--- config.mk ---
export PLATFORM = sky130hd
export DESIGN_NAME = u712_reg_arb
export DESIGN_NICKNAME = d
export VERILOG_FILES = /design/src/rtl/u712_reg_arb.sv
export SDC_FILE = /design/constraint.sdc
export NUM_CORES = 1
export LEC_CHECK = 0
export CAP_MARGIN = 10
export CORE_MARGIN = 2
export CORE_UTILIZATION = 42
export CTS_CLUSTER_SIZE = 12
export DETAILED_ROUTE_END_ITERATION = 6
export GPL_ROUTABILITY_DRIVEN = 0
export PLACE_DENSITY = 0.81
export SLEW_MARGIN = 5
export SYNTH_ARGS = -nofsm -noshare
export SYNTH_HDL_FRONTEND = slang
export SYNTH_SLANG_ARGS = --single-unit
--- constraint.sdc ---
create_clock -name CLK80 -period 1.55 [get_ports CLK80]
set_input_delay 0.155 -clock CLK80 [delete_from_list [all_inputs] [get_ports CLK80]]
set_output_delay 0.155 -clock CLK80 [all_outputs]
set_load 0.005 [all_outputs]
--- src/rtl/u712_reg_arb.sv ---
// u712_reg_arb: arbitrates the chipset register-cycle engine between the
// 68040 CPU and the PCI bridge, with a fairness streak so CPU traffic cannot
// starve PCI. All state changes on the falling edge of CLK80.
// Optional WAIT_TACK bus-timeout abort: define REG_ARB_TIMEOUT_EN.
module u712_reg_arb #(
  parameter int MAX_CPU_BURST  = 4,
  parameter int TIMEOUT_CYCLES = 1023
) (
  input  logic CLK80,
  input  logic RESETn,
  input  logic TSn,
  input  logic REGSPACEn,
  input  logic PCI_REQ,
  input  logic REG_TACK,
  input  logic REG_IDLE,
  output logic REG_START,
  output logic GNT_CPU,
  output logic GNT_PCI,
  output logic CPU_TACK,
  output logic PCI_ACK,
  output logic REG_TEA
);

  typedef enum logic [1:0] {IDLE, GRANT, WAIT_TACK, WAIT_IDLE} state_t;

  state_t     state, state_next;
  logic       cpu_pend, cpu_pend_next;
  logic [3:0] streak, streak_next;
  logic       gnt_cpu_next, gnt_pci_next;
  logic       reg_start_next, cpu_tack_next, pci_ack_next;
  logic       cpu_req, cpu_want, cpu_wins;

`ifdef REG_ARB_TIMEOUT_EN
  logic [9:0] tmo_cnt, tmo_cnt_next;
  logic       reg_tea_next;
`else
  logic [9:0] timeout_unused;
  assign timeout_unused = 10'(TIMEOUT_CYCLES);
  assign REG_TEA = 1'b0;
`endif

  // A fresh register-space transfer start competes in the same clock it is
  // seen, so a CPU and PCI request arriving together resolve in CPU's favour.
  assign cpu_req  = ~TSn & ~REGSPACEn;
  assign cpu_want = cpu_pend | cpu_req;
  assign cpu_wins = cpu_want & (~PCI_REQ | (streak < 4'(MAX_CPU_BURST)));

  // Next-state, grant, streak and pulse outputs for the arbitration sequence.
  always_comb begin
    state_next     = state;
    cpu_pend_next  = cpu_pend | cpu_req;
    streak_next    = streak;
    gnt_cpu_next   = GNT_CPU;
    gnt_pci_next   = GNT_PCI;
    reg_start_next = 1'b0;
    cpu_tack_next  = 1'b0;
    pci_ack_next   = 1'b0;
`ifdef REG_ARB_TIMEOUT_EN
    tmo_cnt_next   = tmo_cnt;
    reg_tea_next   = 1'b0;
`endif
    case (state)
      IDLE: begin
        if (cpu_wins) begin
          state_next    = GRANT;
          gnt_cpu_next  = 1'b1;
          // The grant serves the oldest request: a latched one keeps a new
          // TSn pending, while a fresh TSn alone is consumed outright.
          cpu_pend_next = cpu_pend & cpu_req;
          if (PCI_REQ)
            streak_next = (streak == 4'd15) ? streak : streak + 4'd1;
          else
            streak_next = 4'd0;
        end else if (PCI_REQ) begin
          state_next   = GRANT;
          gnt_pci_next = 1'b1;
          streak_next  = 4'd0;
        end
      end
      GRANT: begin
        reg_start_next = 1'b1;
        state_next     = WAIT_TACK;
`ifdef REG_ARB_TIMEOUT_EN
        tmo_cnt_next   = '0;
`endif
      end
      WAIT_TACK: begin
        if (REG_TACK) begin
          cpu_tack_next = GNT_CPU;
          pci_ack_next  = GNT_PCI;
          state_next    = WAIT_IDLE;
        end
`ifdef REG_ARB_TIMEOUT_EN
        else if (tmo_cnt == 10'(TIMEOUT_CYCLES - 1)) begin
          reg_tea_next = 1'b1;
          gnt_cpu_next = 1'b0;
          gnt_pci_next = 1'b0;
          state_next   = IDLE;
        end else begin
          tmo_cnt_next = tmo_cnt + 10'd1;
        end
`endif
      end
      WAIT_IDLE: begin
        if (REG_IDLE) begin
          gnt_cpu_next = 1'b0;
          gnt_pci_next = 1'b0;
          state_next   = IDLE;
        end
      end
      default: begin
        gnt_cpu_next = 1'b0;
        gnt_pci_next = 1'b0;
        state_next   = IDLE;
      end
    endcase
  end

  // State, request latch, streak and registered outputs; reset aborts at once.
  always_ff @(negedge CLK80 or negedge RESETn) begin
    if (!RESETn) begin
      state     <= IDLE;
      cpu_pend  <= 1'b0;
      streak    <= 4'd0;
      GNT_CPU   <= 1'b0;
      GNT_PCI   <= 1'b0;
      REG_START <= 1'b0;
      CPU_TACK  <= 1'b0;
      PCI_ACK   <= 1'b0;
    end else begin
      state     <= state_next;
      cpu_pend  <= cpu_pend_next;
      streak    <= streak_next;
      GNT_CPU   <= gnt_cpu_next;
      GNT_PCI   <= gnt_pci_next;
      REG_START <= reg_start_next;
      CPU_TACK  <= cpu_tack_next;
      PCI_ACK   <= pci_ack_next;
    end
  end

`ifdef REG_ARB_TIMEOUT_EN
  // WAIT_TACK timeout counter and the abort pulse it raises.
  always_ff @(negedge CLK80 or negedge RESETn) begin
    if (!RESETn) begin
      tmo_cnt <= '0;
      REG_TEA <= 1'b0;
    end else begin
      tmo_cnt <= tmo_cnt_next;
      REG_TEA <= reg_tea_next;
    end
  end
`endif

endmodule

# Word-level counts from Yosys, hierarchy flattened

Index checks and enable logic that the tools add are counted.

Register bits: 12
Bits of input ports: 7
Word-level logic and storage cells: 58

Add/sub/neg operators: 1
Order comparisons: 1
Equal/unequal tests: 11
Multiplexer cells: 22
Bitwise logic cells: 8
Reductions and logical operators: 7

Operator list:

| kind                                                | count |
|---|---|
| two-way mux 4 bit                                   | 4 |
| two-way mux 1 bit                                   | 11 |
| != test 2 bit, second input constant                | 5 |
| AND reduction 3 bit                                 | 3 |
| two-way mux 2 bit                                   | 4 |
| one-hot mux 2 bit (4 select lines)                  | 1 |
| != test 3 bit, second input constant                | 2 |
| adder 4 x 1 -> 4 bit, second input constant         | 1 |
| equality test 2 bit, second input constant          | 2 |
| equality test 4 bit, second input constant          | 1 |
| < comparator 4 x 3 -> 1 bit, second input constant  | 1 |
| one-hot mux 1 bit (2 select lines)                  | 2 |
| AND reduction 4 bit                                 | 1 |
| nonzero test 2 bit                                  | 2 |
| bitwise AND 1 bit                                   | 3 |
| NOT 1 bit                                           | 3 |
| equality test 2 x 1 -> 1 bit, second input constant | 1 |
| logical NOT 2 bit                                   | 1 |
| OR 1 bit                                            | 2 |

# Depth between registers and ports, before layout

Gate-level depths: netlist of the first run.

Depth in word-level cells: 6
Mapped depth: 5
Gate-level depth less buffers: 5

==> reports/qor.yml, run 1 <==
cp.arrival_ps: 1570
core_area_sq_mm: 0.001318
violations: "negative setup slack"
dp_cells: 95
synth_edf_count: 0
p_sw_mw: 0.5640
grtUsageMet1_pct: 16.48
pwr-share-seq_pct: 32.2
drt-pass1-iter-count: 4
slew_viol_final: 0
crit_path_top_delay_cell: "dfrtn_1"
die_area_sq_mm: 0.001758
syn_to_final_growth_pct: 61.70
rows: 13
worstPathMaxFanout: 2
grt_start_max_net_pins: 13
async_flop_share_pct: 100.0
routed_wl_mm: 1.532
synth.area.mux_share_pct: 1.863
synth_top_family_by_area: "compound AO/OA/AOI/OAI gates"
yosysMostFrequentCell: "dfrtn_1"
crit_chain: "buf_2"
p_comb_share_pct: 56.4
grt_pass1_vias: 536
hold_violations: 0
overflow: 0
antenna_found_initial: 0
yosysSeqAreaShare_pct: 49.69
netlist_instances: 53
max_cap_viol_count: 0
power_frac_clock_pct: 11.3
grt_use_met3_pct: 8.696
p_int_mw: 1.057
use_met2_pct: 31.25
hpwlAfterDp_mm: 1.055
drive_above_1_share_pct: 52.94
portBuffers: 11
yosysTopAreaCell: "dfrtn_1"
cpPeakStageDelay_ps: 400
busiest_layer: "met2"
path_class: "register to output port"
placed_area_sq_um: 893.4
power_density_mw_per_mm2: 1659
rsz0062_at_grt: "true"
io-pin-count: 13
synth-compound-area-share_pct: 19.46
instances_no_fill: 100
yosys_register_bits: 12
netlist_area_sq_um: 604.3
synthAdderAreaFrac_pct: 12.01
yosysTopAreaCellShare_pct: 49.69
synth_nets: 65
synth_flop_cell: "dfrtn_1"
design_area_sq_um: 977.2
synth-simple-area-share_pct: 13.25
die_h_um: 41.93
cpLargestDelayFamily: "flip-flops"
drtAntennaViolNets: 0
outcome: "finished with violations"
cp-start-kind: "register"
critPathRequiredTime_ps: 1390
crit_buf_inv: 1
vias: 545
synth.top_cells.by_count: "12 x dfrtn_1, 5 x ha_1, 4 x nand2_1"
synth_xor_area_share_pct: 0
cts_root_buf: "clkbuf_4"
irDropWorstVdd_mv: 0.7902
cts_tree: "done"
drt_iter0_drc: 8
synth_warnings: 0
endpoint_kind: "output port"
cts_made_buffers: 3
die_w_um: 41.93
total_power_mw: 1.621
start_util_pct: 45.87
wl_per_cell_um: 15.32
whs_ps: 455.8
cts_sinks: 12
switching_share_pct: 34.78
final_net_count: 99
grt_usage_pct: 18.02
setup_violations: 10
clk_pin_slew_ps: 50
ys_types: 26
p_leak_nw: 0.4686
grt_pass1_wl_mm: 2.263
diodes: 0
synth_area_leaders: "dfrtn_1 50%, ha_1 10%, a32o_1 3.3%, and2_1 3.1%, nor2b_1 3.1%"
clk_latency_ps: 280
synth_area_per_cell_sq_um: 11.40
drc: 0
finish.utilization_pct: 74.17
cts.path.max_buffers: 2
hold_path_class: "register to register"
layout_setup_ws_ps: -170.9
clock_skew_ps: 0.8857
vias_per_cell: 5.450
cts_htree_levels: 1
-- cell type report --
type	count	area (sq um)
Clock buffer	3	22.52
Fill cell	84	340.3
Inverter	3	11.26
Multi-Input combinational cell	37	359.1
Sequential cell	12	300.3
Tap cell	15	18.77
Timing Repair Buffer	30	265.3
-- cells in the final DEF (no fill, tap or decap), types with 2 or more instances in the layout --
master and count:
dfrtn_1 12, buf_4 12, buf_6 9, buf_2 5, nand2_1 4, ha_1 4, clkbuf_4 3, inv_1 2
and3_1 2, o21ai_4 2, nor2b_1 2, and2_4 2, a32o_1 2
-- cell families (layout without fill, tap and decap cells) --
| group | count (synthesis) | count (layout) |
|---|---|---|
| buf+inv | 4 | 36 |
| flops | 12 | 12 |
| other cells | 1 | 1 |
| simple gates | 15 | 15 |
| fa+ha+maj | 6 | 6 |
| mux | 1 | 1 |
| compound gates | 14 | 14 |
-- power by group through the flow --
stage          combinational, mW  sequential (mW)  clock (mW)
3_3_place_gp               0.799            0.515           0
4_1_cts                    0.871            0.517       0.192
3_5_place_dp               0.831            0.524           0
5_1_grt                     1.00            0.533       0.208
6_report                   0.915            0.523       0.184
2_1_floorplan              0.418            0.522           0
-- state kept, by name, indices dropped and copies added (netlist names) --
| name | flops |
|---|---|
| CPU_TACK | 1 |
| GNT_CPU | 1 |
| GNT_PCI | 1 |
| PCI_ACK | 1 |
| REG_START | 1 |
| cpu_pend | 1 |
| state | 2 |
| streak | 4 |
-- per-stage QoR --
stage,worst slack [ps],TNS (ps)
2_1_floorplan,-282.8,-574.8
3_3_place_gp,-760.3,-7707
3_5_place_dp,-815.1,-8054
4_1_cts,-223.7,-1273
5_1_grt,-209.3,-1429
6_report,-170.9,-1152
-- path summary, 6_finish.rpt --
kind / startpoint / endpoint / slack [ps] / depth (start not counted)
setup / recovery: GNT_PCI / GNT_PCI / -170 / 1
hold / removal: streak[1] / streak[1] / 460 / 1
setup reg to reg: state[0] / state[1] / -100 / 5
hold reg to reg: streak[1] / streak[1] / 460 / 1
max in group asynchronous: RESETn / streak[0] / 540 / 2
min in group asynchronous: RESETn / REG_START / 870 / 2
-- per-layer routing --
metal	up-vias	part of all wire, %
met3	9	6.3
met5	-	0
met1	262	34
li1	257	-
met2	17	56
met4	0	3.6
-- timing repair --
item | CTS | global route
pin swaps | 7 | 7
gates cloned | 0 | 0
gates resized for setup | 46 | 10
setup buffers | 4 | 0
hold buffers | 0 | 0
endpoints found under the setup margin | 14 | 13
(Power assumes the default switching activity.)
==> inputs of run 2 (changes only) <==
- CORE_AREA: default -> 2 2 39 41
- CORE_MARGIN: 2 -> default
- CORE_UTILIZATION: 42 -> default
- DIE_AREA: default -> 0 0 41 43
- PLACE_DENSITY: 0.81 -> 0.83
- clock period: 1.55 -> 1.98 ns (I/O delays scaled with it)
==> reports/qor.yml, run 2 (same netlist as run 1, synthesis figures left out) <==
outcome: "finished with violations"
violations: "negative setup slack"
die_h_um: 43
rsz0062_at_grt: "true"
nFillCells: 113
wl_per_cell_um: 14.01
reg2regPathDepth: 5
crit_path_top_delay_cell: "mux2_1"
whs_ps: 444.9
cts.path.max_buffers: 2
overflow: 0
startpoint: "TSn"
fin_setup_tns_ps: -30.61
io-pin-count: 13
diodes: 0
biggestRegsByFlops: "streak: 4 flops, state: 2 flops"
cts_tree: "done"
drive_above_1_share_pct: 36.71
rows: 14
grt_start_max_net_pins: 13
drt-pass1-iter-count: 4
p_leak_nw: 0.4166
regArea_sq_um: 300.3
clk_latency_ps: 270
instances_no_fill: 95
die_w_um: 41
hpwlAfterDp_um: 935.3
place_ws_ps: -707.6
setup_violations: 2
cts_sinks: 12
grt_pass1_wl_mm: 2.021
drc: 0
drt_iter0_drc: 6
critPathCapture: "state[1]"
crit_buf_inv: 1
placed_area_sq_um: 805.8
critPathRequiredTime_ps: 1110
crit_chain: "buf_6, o21ba_4, a311oi_2, mux2_1"
hold_path_class: "register to register"
design_area_sq_um: 840.8
cts_root_buf: "clkbuf_4"
power_density_mw_per_mm2: 1357
vias_per_cell: 5.495
irDropWorstVdd_mv: 0.6907
routed_wl_mm: 1.331
antenna_found_initial: 0
vias: 522
cp-start-kind: "input port"
dp_cells: 88
path_class: "input port to register"
syn_to_final_growth_pct: 39.13
maxSlewHeadroom_pct: 65.54
core_area_sq_mm: 0.001384
hold_violations: 0
worstMarginPinSlew_ps: 511.4
mostFrequentLayoutCell: "buf_4"
multi_input_area_sq_um: 307.8
endpoint_kind: "register"
rrSetupSlack_ps: 250
cpPeakStageDelay_ps: 350
cts_made_buffers: 3
cpLargestDelayFamily: "compound AO/OA/AOI/OAI gates"
cp.depth: 4
final_net_count: 93
layout_setup_ws_ps: -20.74
r2r_start: "state[0]"
start_util_pct: 43.67
largest_reg_flops: 4
portBuffers: 11
drtAntennaViolNets: 0
grt_usage_pct: 17.80
most-common-layout-cells: "13 x buf_4, 12 x dfrtn_1, 5 x ha_1, 5 x buf_2, 4 x nand2_1"
max_cap_viol_count: 0
cts_htree_levels: 1
die_area_sq_mm: 0.001763
clock_skew_ps: 2.307
worstPathMaxFanout: 2
slew_viol_final: 0
cp.arrival_ps: 1130
clk_pin_slew_ps: 50
top_register: "streak"
regToRegEndpoint: "state[1]"
grt_pass1_vias: 483
-- run 2: stage by stage --
| step | utilization, % | total power, mW |
|---|---|---|
| global placement | 58.23 | 0.9245 |
| floorplan | - | 0.7112 |
| detailed placement | 58.23 | 0.9554 |
| global route | 60.76 | 1.220 |
| CTS | 59.95 | 1.108 |
| finish | 60.76 | 1.141 |
-- run 2: worst min path at each step --
stage	start	to	cells after the start	slack, ps
5_1_grt	streak[1]	streak[1]	1	450
4_1_cts	streak[1]	streak[1]	1	450
6_report	streak[1]	streak[1]	1	440
2_1_floorplan	streak[1]	streak[1]	1	430
3_3_place_gp	streak[1]	streak[1]	1	440
3_5_place_dp	streak[1]	streak[1]	1	450
-- run 2: per-layer routing --
layer / vias to the layer above / wire length [um] / global-route usage, %
met5: - / 0 / 0
met3: 8 / 80 / 3.665
met1: 252 / 543 / 19.13
met2: 19 / 634 / 28.13
li1: 243 / - / -
met4: 0 / 72 / 14.00
-- run 2: cell type report --
class | instances | share of cell area [%]
inverter | 3 | 1.339
multi-input combinational | 37 | 36.61
tap | 16 | 2.381
sequential | 12 | 35.71
timing repair buffer | 24 | 21.28
clock buffer | 3 | 2.679
-- run 2: repair_timing --
action / CTS / global route
setup endpoints to repair: 14 / 8
pin swaps: 2 / 2
setup buffers: 2 / 2
resized for setup: 38 / 3
hold endpoints to repair: 0 / 0
hold buffers: 0 / 0
-- run 2: report_power, final --
part           switching (mW)  internal (mW)
Sequential             0.0592          0.346
Clock                  0.0760         0.0703
Combinational           0.257          0.332
Total                   0.392          0.749
==> inputs of run 3 (changes only) <==
- DONT_BUFFER_PORTS: default -> 1
- PLACE_DENSITY: 0.83 -> 0.7
- SETUP_SLACK_MARGIN: default -> 0.05
==> reports/qor.yml, run 3 (same netlist as run 1, synthesis figures left out) <==
p_leak_nw: 0.3161
switching_share_pct: 35.05
cts_sinks: 12
overflow: 0
cp-start-kind: "register"
setup_violations: 0
drt-pass1-iter-count: 3
hpwlAfterDp_um: 830.6
p_comb_share_pct: 40.0
cts_htree_levels: 1
grt_start_max_net_pins: 13
die_w_um: 41
mostFrequentLayoutCell: "dfrtn_1"
holdBufCountCts: 0
pwr-share-seq_pct: 44.6
drive_above_1_share_pct: 15.79
whs_ps: 443.4
cts_tree: "done"
critPathRequiredTime_ps: 1780
slew_viol_final: 0
design_area_sq_um: 671.9
cts_made_buffers: 3
cp.arrival_ps: 1740
p_sw_mw: 0.3333
grt_pass1_vias: 397
syn_to_final_growth_pct: 11.18
top_register: "streak"
cts_root_buf: "clkbuf_4"
rsz0062_at_grt: "true"
hold_violations: 0
io-pin-count: 13
most-common-layout-cells: "12 x dfrtn_1, 5 x ha_1, 4 x nand2_1"
clock_skew_ps: 0.6304
max_cap_viol_count: 0
portBuffers: 0
diodes: 0
start_util_pct: 43.67
biggestRegsByFlops: "streak: 4 flops, state: 2 flops"
power_frac_clock_pct: 15.4
placed_area_sq_um: 649.4
clk_pin_slew_ps: 50
routed_wl_mm: 1.041
antenna_found_initial: 0
wl_per_cell_um: 14.26
die_area_sq_mm: 0.001763
final_net_count: 71
endpoint_kind: "output port"
core_area_sq_mm: 0.001384
drt_iter0_drc: 12
p_int_mw: 0.6175
clk_latency_ps: 270
post_cts_buffers: 0
die_h_um: 43
path_class: "register to output port"
nFillCells: 118
cts-resized-gates: 0
grt_usage_pct: 15.82
drc: 0
vias_per_cell: 5.493
rows: 14
irDropWorstVdd_mv: 0.5565
largest_reg_flops: 4
hold_path_class: "register to register"
grt_pass1_wl_mm: 1.752
finish.utilization_pct: 48.55
cts.path.max_buffers: 2
outcome: "completed"
power_density_mw_per_mm2: 1415
vias: 401
worstPathMaxFanout: 4
drtAntennaViolNets: 0
==> run 3: stage by stage <==
step                      std cells  TNS [ps]  power [mW]  setup slack (ps)
after floorplan                  53    -110.8      0.7204            -110.8
after global placement           70    -195.3      0.7961            -148.9
after detailed placement         70    -254.7      0.8143            -172.9
after CTS                        73         0      0.9589             25.81
after global routing             73         0       1.032            0.8529
final                            73         0      0.9507             41.17
==> run 3: worst reg2reg max path, stage by stage (launching register included) <==
cell and delay, ps:
dfrtn_1 450, inv_1 80, ha_1 310, a311oi_2 320, mux2_1 350
==> run 3: metal layers <==
layer / vias up / share of wire (%) / global-route usage [%] / routed length, um
met1: 189 / 47 / 17.94 / 486
li1: 199 / - / - / -
met2: 11 / 47 / 22.50 / 491
met4: 0 / 2.1 / 12.00 / 22
met5: - / 0 / 0 / 0
met3: 2 / 3.8 / 6.283 / 40
==> run 3: area by class of cell <==
cell class                      instances  area (sq um)  share of cell area [%]
Tap cell                               16         20.02                   2.980
Timing Repair Buffer                    2         15.01                   2.235
Clock buffer                            3         22.52                   3.352
Multi-Input combinational cell         37         302.8                   45.07
Sequential cell                        12         300.3                   44.69
Inverter                                3         11.26                   1.676
==> run 3: final timing paths <==
kind | start | to | slack (ps) | cells past startpoint
hold reg to reg | streak[1] | streak[1] | 440 | 1
setup reg to reg | state[0] | state[1] | 320 | 4
setup / recovery | GNT_CPU | GNT_CPU | 40 | 0
max in group asynchronous | RESETn | state[0] | 1390 | 0
hold / removal | streak[1] | streak[1] | 440 | 1
min in group asynchronous | RESETn | GNT_CPU | 490 | 0
==> run 3: power by group through the flow <==
| stage | combinational, mW | clock [mW] | sequential, mW |
|---|---|---|---|
| global placement | 0.371 | 0 | 0.425 |
| floorplan | 0.312 | 0 | 0.408 |
| detailed placement | 0.385 | 0 | 0.430 |
| finish | 0.381 | 0.146 | 0.424 |
| CTS | 0.385 | 0.149 | 0.426 |
| global route | 0.425 | 0.167 | 0.440 |
